--- src/rtl/simple_memory_controller_pkg.sv ---
// Shared definitions for the host-to-memory read bridge: FSM encoding,
// status register bit positions and the default bus width.
package simple_memory_controller_pkg;

    localparam int DEFAULT_SIZE = 16;

    typedef enum logic {
        IDLE = 1'b0,
        REQ  = 1'b1
    } state_t;

    localparam int BUSY_BIT  = 0;
    localparam int VALID_BIT = 1;
    localparam int INTR_BIT  = 2;

endpackage

--- src/rtl/simple_memory_controller.sv ---
// Host register interface bridged to a single-port memory: a host read edge
// launches one memory read, the returned word is held in a data register.
module simple_memory_controller
    import simple_memory_controller_pkg::*;
#(
    parameter int size = DEFAULT_SIZE
) (
    input  logic            clk,
    input  logic            rst,
    input  logic            cs,
    input  logic            read,
    input  logic            sreg,
    input  logic            dreg,
    input  logic            mem_ready,
    input  logic [size-1:0] mem_data_bus,
    input  logic [size-1:0] host_addr_bus,
    output logic [size-1:0] host_data_bus,
    output logic [size-1:0] mem_addr_bus,
    output logic            intr,
    output logic            mem_cs,
    output logic            mem_read
);

    state_t          state_q, state_d;
    logic [size-1:0] addr_q, addr_d;
    logic [size-1:0] data_q, data_d;
    logic            read_q;
    logic            valid_q, valid_d;
    logic            intr_q, intr_d;
    logic            dread_q, dread_d;

    logic            busy;
    logic            start;
    logic            capture;
    logic            ack;
    logic            dread_hit;
    logic [size-1:0] status;

    assign busy      = (state_q == REQ);
    // Only a fresh read edge with no register selected is a memory request.
    assign start     = read && !read_q && !sreg && !dreg && (state_q == IDLE);
    assign capture   = busy && mem_ready;
    assign ack       = cs && dread_q;
    assign dread_hit = read && dreg && !sreg && valid_q;

    always_ff @(posedge clk or negedge rst) begin
        if (!rst) begin
            state_q <= IDLE;
            addr_q  <= '0;
            data_q  <= '0;
            read_q  <= 1'b0;
            valid_q <= 1'b0;
            intr_q  <= 1'b0;
            dread_q <= 1'b0;
        end else begin
            state_q <= state_d;
            addr_q  <= addr_d;
            data_q  <= data_d;
            read_q  <= read;
            valid_q <= valid_d;
            intr_q  <= intr_d;
            dread_q <= dread_d;
        end
    end

    always_comb begin
        state_d = state_q;
        addr_d  = addr_q;
        data_d  = data_q;
        valid_d = valid_q;
        intr_d  = intr_q;
        dread_d = dread_q;

        case (state_q)
            IDLE: begin
                if (start) begin
                    state_d = REQ;
                    addr_d  = host_addr_bus;
                end
            end
            REQ: begin
                if (mem_ready) begin
                    state_d = IDLE;
                    data_d  = mem_data_bus;
                end
            end
            default: state_d = IDLE;
        endcase

        if (ack) begin
            valid_d = 1'b0;
            intr_d  = 1'b0;
            dread_d = 1'b0;
        end
        if (dread_hit) begin
            dread_d = 1'b1;
        end
        // A completing transaction outranks an acknowledge on the same edge.
        if (capture) begin
            valid_d = 1'b1;
            intr_d  = 1'b1;
        end
    end

    always_comb begin
        status            = '0;
        status[BUSY_BIT]  = busy;
        status[VALID_BIT] = valid_q;
        status[INTR_BIT]  = intr_q;
    end

    always_comb begin
        host_data_bus = '0;
        if (read && sreg) begin
            host_data_bus = status;
        end else if (read && dreg) begin
            host_data_bus = data_q;
        end
    end

    assign mem_addr_bus = addr_q;
    assign intr         = intr_q;
    assign mem_cs       = busy;
    assign mem_read     = busy;

endmodule

--- config.mk ---
export PLATFORM = sky130hd
export DESIGN_NAME = simple_memory_controller
export DESIGN_NICKNAME = d
export VERILOG_FILES = /design/src/rtl/simple_memory_controller_pkg.sv /design/src/rtl/simple_memory_controller.sv
export SDC_FILE = /design/constraint.sdc
export NUM_CORES = 1
export LEC_CHECK = 0
export CORE_MARGIN = 4
export CORE_UTILIZATION = 36
export DETAILED_ROUTE_END_ITERATION = 8
export MAX_ROUTING_LAYER = met4
export PLACE_DENSITY = 0.84
export SYNTH_ARGS = -nofsm -noshare
export SYNTH_HDL_FRONTEND = slang
export SYNTH_SLANG_ARGS = --single-unit
--- constraint.sdc ---
create_clock -name clk -period 1.5 [get_ports clk]
set_input_delay 0.3 -clock clk [delete_from_list [all_inputs] [get_ports clk]]
set_output_delay 0.3 -clock clk [all_outputs]
set_load 0.1 [all_outputs]
==> flow_summary.toml, run 1 <==
[global_route]
gr-usage-met1 = 0.201
grt_pass1_wl_mm = 7.37
grt_use_total = 0.193
busiest_layer = "met2"
grt_remaining_overflow = 0
grt_pass1_vias = 1449
antenna_found_initial = 0
grt_max_degree = 37
met2_usage = 0.328
use_met3 = 0.0725

[setup_path]
critical_path_class = "register to output pin"
worstPathMaxFanout = 3
reg2reg_slack_ps = -40
cp.depth = 3
cpPeakStageDelay_ps = 500
slowest_stage = "dfrtp_4"
required_ps = 1200
endpoint_kind = "output pin"
rr_startpoint = "mem_cs$_DFF_PN0_"
r2r_cells = 4
worst-path-buf-inv = 1
cp_top_family = "flip-flops"
r2r-end = "mem_addr_bus[11]$_DFFE_PN0P_"
start_kind = "register"
worstPathCellList = "a22oi_2 > nor2b_4 > buf_12"
crit_arrival_ps = 1270

[timing]
fmax_ghz = 0.637
fin_crit_sh = 1.05
drv_slew = 0
rsz0062_at_grt = "true"
hold_violations = 0
hold_ws_ps = 32.0
worst_pin_slew_ps = 442
fin_worst_skew_ps = 5.38
setup_ws_ps = -69.2
setup_viol = 11
final.min_clock_period_ps = 1570
relSlewSlack = 0.705

[drt]
drt_wl_total_mm = 4.97
vias_per_cell = 4.93
num_vias = 1212
wl_per_cell_um = 20.2
drt_iter0_markers = 49
ant_nets = 0
drc = 0
dr.pass1.iters = 5

[power]
ir_worst_vdd_v = 0.00113
power-per-cell-area_nw_per_um2 = 1560
power.static_leakage_nw = 1.37
finalPower_w = 0.00483

[floorplan]
coreArea_um2 = 4060
dieHeight_um = 73.3
rows = 23
die-width_um = 73.3
initial_core_util = 0.378
dieArea_um2 = 5370
io_pins = 74

[synthesis]
synthArstFlopShare = 1.00
synth_top_family_by_area = "multiplexers"
synth_simple_gate_area_frac = 0.101
yosysTopAreaCell = "dfrtp_1"
muxShareOfSynthArea = 0.257
netlist_top_cells_area = "dfrtp_1, mux2_2, mux2_4"
synth-compound-area-share = 0.0269
yosysMostFrequentCell = "dfrtp_1"
synth_commonest_cells = "dfrtp_1, mux2_2, and3_1, mux2_4, nand2_1"
ys_seq_elements = 36
syn_area_um2 = 1530
synth_edf_count = 0
synth_cell_type_count = 18
syn-num-nets = 143
synth_xor_area_frac = 0
netlist_instances = 104
yosysWarnings = 0
synth_adder_area_share = 0
synth_top_area_share = 0.587
ys_seq_area_frac = 0.587
synth_flop_cell = "dfrtp_1"
syn_avg_cell_area_um2 = 14.7

[placed_design]
hpwlAfterDp_mm = 3.19
pre_cts_slack_ps = -403
gp_congestion = 0.678
port_buffers = 73
placed_cells = 232
post_dp_cell_area_um2 = 2830

[clock_tree]
cts_tree = "done"
clkTransAtPathRegs_ps = 70
insertion_delay_ps = 290
numClockSinks = 36
root_buffer = "clkbuf_8"
cts_buffer_depth = 2
htree_num_levels = 2
numCtsBuffers = 5

[cells_and_area]
final_cell_area_um2 = 3090
nets = 234
drive_above_1_share = 0.612
n_antenna_cell = 0
syn_to_final_growth_pct = 101
layout.cells.non_filler = 246

[status]
status = "finished with violations"
violations = "setup timing"

[min_path]
hp-class = "primary input to async pin"

[job]
drv_cap = 0
-- where the power goes --
| part | leakage (nW) | internal, W | switching, W |
|---|---|---|---|
| registers | 0.432 | 0.00124 | 0.000242 |
| clock network | 0.0645 | 0.000586 | 0.000343 |
| logic | 0.876 | 0.000998 | 0.00142 |
-- what timing repair did --
item / in CTS / in global routing
gates cloned: 1 / 2
hold endpoints to repair: 0 / 0
gates resized for setup: 21 / 6
endpoints found under the setup margin: 32 / 32
setup buffers: 0 / 3
pin swaps: 2 / 4
hold buffers: 0 / 0
-- how the worst max path moves through the flow --
stage	endpoint	from	slack (ps)
2_1_floorplan	mem_addr_bus[10]$_DFFE_PN0P_	mem_cs$_DFF_PN0_	-300
5_1_grt	host_data_bus[0]	mem_cs$_DFF_PN0_	-110
4_1_cts	host_data_bus[0]	mem_cs$_DFF_PN0_	-90
3_3_place_gp	mem_addr_bus[4]$_DFFE_PN0P_	sreg	-350
3_5_place_dp	mem_addr_bus[15]$_DFFE_PN0P_	sreg	-400
6_report	host_data_bus[0]	mem_cs$_DFF_PN0_	-70
-- registers in the layout, indices dropped and copies added, names as in the netlist --
register and count:
mem_cs 1, read_q 1, data_q 16, dread_q 1, intr 1, mem_addr_bus 16
-- through the flow --
step | utilization | setup TNS [ps]
6_report | 0.762 | -308
5_1_grt | 0.762 | -832
4_1_cts | 0.744 | -281
3_5_place_dp | 0.698 | -11270
3_3_place_gp | 0.698 | -10260
2_1_floorplan | - | -5140
-- routing by layer --
metal / up-vias / part of all wire
met5: - / 0
met4: 0 / 0.025
met3: 12 / 0.088
met2: 60 / 0.54
met1: 597 / 0.35
li1: 543 / -
-- kinds of logic after synthesis --
logic type | Yosys count
AOI/OAI and AO/OA | 5
buffers and inverters | 7
DFF | 36
muxes | 32
and+or+nand+nor | 24
-- layout by cell type (no fill, tap or decap), types with 2 or more instances in the layout --
cell type / n
and3_2: 3
and3_4: 10
mux2_2: 16
buf_12: 37
nor2b_4: 2
clkbuf_16: 2
buf_4: 7
dfrtp_4: 2
mux2_4: 16
buf_6: 5
dfrtp_1: 34
nand2_2: 2
a21boi_4: 2
nand2_1: 4
clkdlybuf4s50_1: 34
buf_2: 3
clkbuf_8: 7
inv_1: 2
-- layout make-up --
class / count / area, um^2
clock inverters: 1 / 30.0
fillers: 212 / 967
inverters: 2 / 7.51
flip-flops and latches: 36 / 908
multi-input cells: 61 / 721
repair buffers: 89 / 1260
well taps: 50 / 62.6
clock buffers: 7 / 96.3
(Power assumes the default switching activity.)
==> inputs of run 2 (changes only) <==
--- a/config.mk
+++ b/config.mk
@@ -5,7 +5,7 @@
 export SDC_FILE = /design/constraint.sdc
 export NUM_CORES = 1
 export LEC_CHECK = 0
-export CORE_MARGIN = 4
+export CORE_MARGIN = 2
 export CORE_UTILIZATION = 36
 export DETAILED_ROUTE_END_ITERATION = 8
 export MAX_ROUTING_LAYER = met4
==> run 2 against run 1 <==
Effect of this change:
- the flow still finishes with violations (setup timing)
- sequential share of layout area fell by 0.17 points
- hold slack improved by 26 ps
- clock-buffer cell count fell by 2
- worst setup slack got worse by 36 ps
- via count rose by 5.9%
- non-clock buffer count rose by 3
- register-to-register slack got worse by 50 ps
- flip-flop and latch count did not move
- total power fell by 0.44%
- cell area rose by 0.57%
- critical path type unchanged
- critical endpoint unchanged
==> flow_summary.toml, run 2 (same netlist as run 1, synthesis figures left out) <==
[timing]
fin_worst_skew_ps = 5.44
fin_crit_sh = 1.07
relSlewSlack = 0.692
hold_violations = 0
rsz0062_at_grt = "true"
fmax_ghz = 0.623
worst_pin_slew_ps = 462
drv_slew = 0
final.min_clock_period_ps = 1610
setup_viol = 20
setup_ws_ps = -106
setup_tns_ps = -1210

[power]
p_comb_frac = 0.509
power-per-cell-area_nw_per_um2 = 1550
ir_worst_vdd_v = 0.00121
p_int_w = 0.00273
p_sw_w = 0.00207
pwr-share-seq = 0.309
clkPwrFrac = 0.182
power.static_leakage_nw = 1.37
switching_share = 0.431

[setup_path]
cpPeakStageDelay_ps = 500
cp.depth = 3
start_kind = "register"
r2r_cells = 4
endpoint_kind = "output pin"
crit_arrival_ps = 1310
worstPathMaxFanout = 3
cp-endpoint = "host_data_bus[0]"
startpoint = "mem_cs$_DFF_PN0_"
r2r-end = "mem_addr_bus[13]$_DFFE_PN0P_"
cp_top_family = "flip-flops"
critical_path_class = "register to output pin"
required_ps = 1200
rr_startpoint = "mem_cs$_DFF_PN0_"
reg2reg_slack_ps = -90
worst-path-buf-inv = 1
slowest_stage = "dfrtp_4"
worstPathCellList = "a22oi_2 > nor2b_4 > buf_12"

[clock_tree]
cts_buffer_depth = 2
clkTransAtPathRegs_ps = 80
numClockSinks = 36
numCtsBuffers = 5
root_buffer = "clkbuf_8"
htree_num_levels = 2
cts_tree = "done"
insertion_delay_ps = 300

[global_route]
grt_pass1_vias = 1495
grt_use_total = 0.222
grt_max_degree = 37
grt_pass1_wl_mm = 7.92
antenna_found_initial = 0
grt_remaining_overflow = 0

[drt]
drt_iter0_markers = 43
ant_nets = 0
num_vias = 1284
drc = 0
drt_wl_total_mm = 5.37
vias_per_cell = 5.16
dr.pass1.iters = 4
wl_per_cell_um = 21.6

[floorplan]
dieArea_um2 = 4800
rows = 23
io_pins = 74
coreArea_um2 = 4060
initial_core_util = 0.378
die-width_um = 69.3
dieHeight_um = 69.3

[status]
status = "finished with violations"
violations = "setup timing"

[cells_and_area]
final_common_cell = "buf_12"
final_cell_area_um2 = 3110
syn_to_final_growth_pct = 103
drive_above_1_share = 0.618
nets = 237
layout_common_cells = "buf_12, dfrtp_1, clkdlybuf4s50_1, mux2_2, mux2_4"
n_antenna_cell = 0
fin_util = 0.766

[placed_design]
port_buffers = 73
gp_congestion = 0.672
hpwlAfterDp_mm = 3.09
post_dp_cell_area_um2 = 2840

[job]
drv_cap = 0

[min_path]
hp-class = "primary input to async pin"
run 2: how the worst min path moves through the flow:
| stage | to | slack (ps) | depth (start not counted) |
|---|---|---|---|
| finish | mem_addr_bus[4]$_DFFE_PN0P_ | 60 | 2 |
| global placement | mem_addr_bus[2]$_DFFE_PN0P_ | 360 | 2 |
| floorplan | data_q[0]$_DFFE_PN0P_ | 4 | 0 |
| detailed placement | mem_addr_bus[4]$_DFFE_PN0P_ | 380 | 2 |
| CTS | mem_addr_bus[4]$_DFFE_PN0P_ | 60 | 2 |
| global route | mem_addr_bus[2]$_DFFE_PN0P_ | 80 | 2 |
run 2: repair_timing:
| item | 4_1_cts | 5_1_grt |
|---|---|---|
| endpoints found under the hold margin | 0 | 0 |
| gates cloned | 3 | 1 |
| gates resized for setup | 25 | 6 |
| setup buffers | 3 | 1 |
| hold buffers | 0 | 0 |
| pin swaps | 4 | 6 |
| setup endpoints to repair | 32 | 29 |
run 2: per-stage QoR:
stage,setup slack [ps],hold WS [ps],instances,power [W]
after floorplan,-299,4.41,104,0.00285
after global placement,-378,356,233,0.00376
after detailed placement,-399,381,233,0.00382
after CTS,-72.4,62.1,247,0.00475
after global routing,-130,78.5,249,0.00496
final,-106,57.7,249,0.00481
run 2: worst reg2reg max path: cells and delay by family (launching register included):
| family | cells | cell delay, ps |
|---|---|---|
| muxes | 1 | 300 |
| buffers and inverters | 2 | 360 |
| and+or+nand+nor | 1 | 320 |
| DFF | 1 | 500 |
run 2: power by group through the flow:
stage	logic (W)	registers (W)	clock network (W)
finish	0.00245	0.00148	0.000876
global route	0.00251	0.00152	0.000942
CTS	0.00242	0.00146	0.000871
detailed placement	0.00234	0.00148	0
global placement	0.00230	0.00146	0
floorplan	0.000602	0.00225	0
run 2: final cells by class:
| cell class | count | area (um^2) |
|---|---|---|
| repair buffers | 92 | 1290 |
| fillers | 205 | 950 |
| flip-flops and latches | 36 | 908 |
| multi-input cells | 61 | 732 |
| clock buffers | 5 | 68.8 |
| well taps | 50 | 62.6 |
| clock inverters | 3 | 42.5 |
| inverters | 2 | 7.51 |
run 2: metal layers:
| layer | wire length (um) | global-route usage | part of all wire | up-vias |
|---|---|---|---|---|
| met1 | 2040 | 0.239 | 0.38 | 654 |
| met4 | 183 | 0.0937 | 0.034 | 0 |
| li1 | - | - | - | 553 |
| met5 | 0 | - | 0 | - |
| met2 | 2860 | 0.389 | 0.53 | 63 |
| met3 | 287 | 0.0567 | 0.053 | 14 |
==> inputs of run 3 (changes only) <==
--- a/config.mk
+++ b/config.mk
@@ -8,6 +8,7 @@
 export CORE_MARGIN = 2
 export CORE_UTILIZATION = 36
 export DETAILED_ROUTE_END_ITERATION = 8
+export GPL_TIMING_DRIVEN = 1
 export MAX_ROUTING_LAYER = met4
 export PLACE_DENSITY = 0.84
 export SYNTH_ARGS = -nofsm -noshare
==> results of run 3 <==
The final DEF is identical to that of run 2; final timing and power are the same.
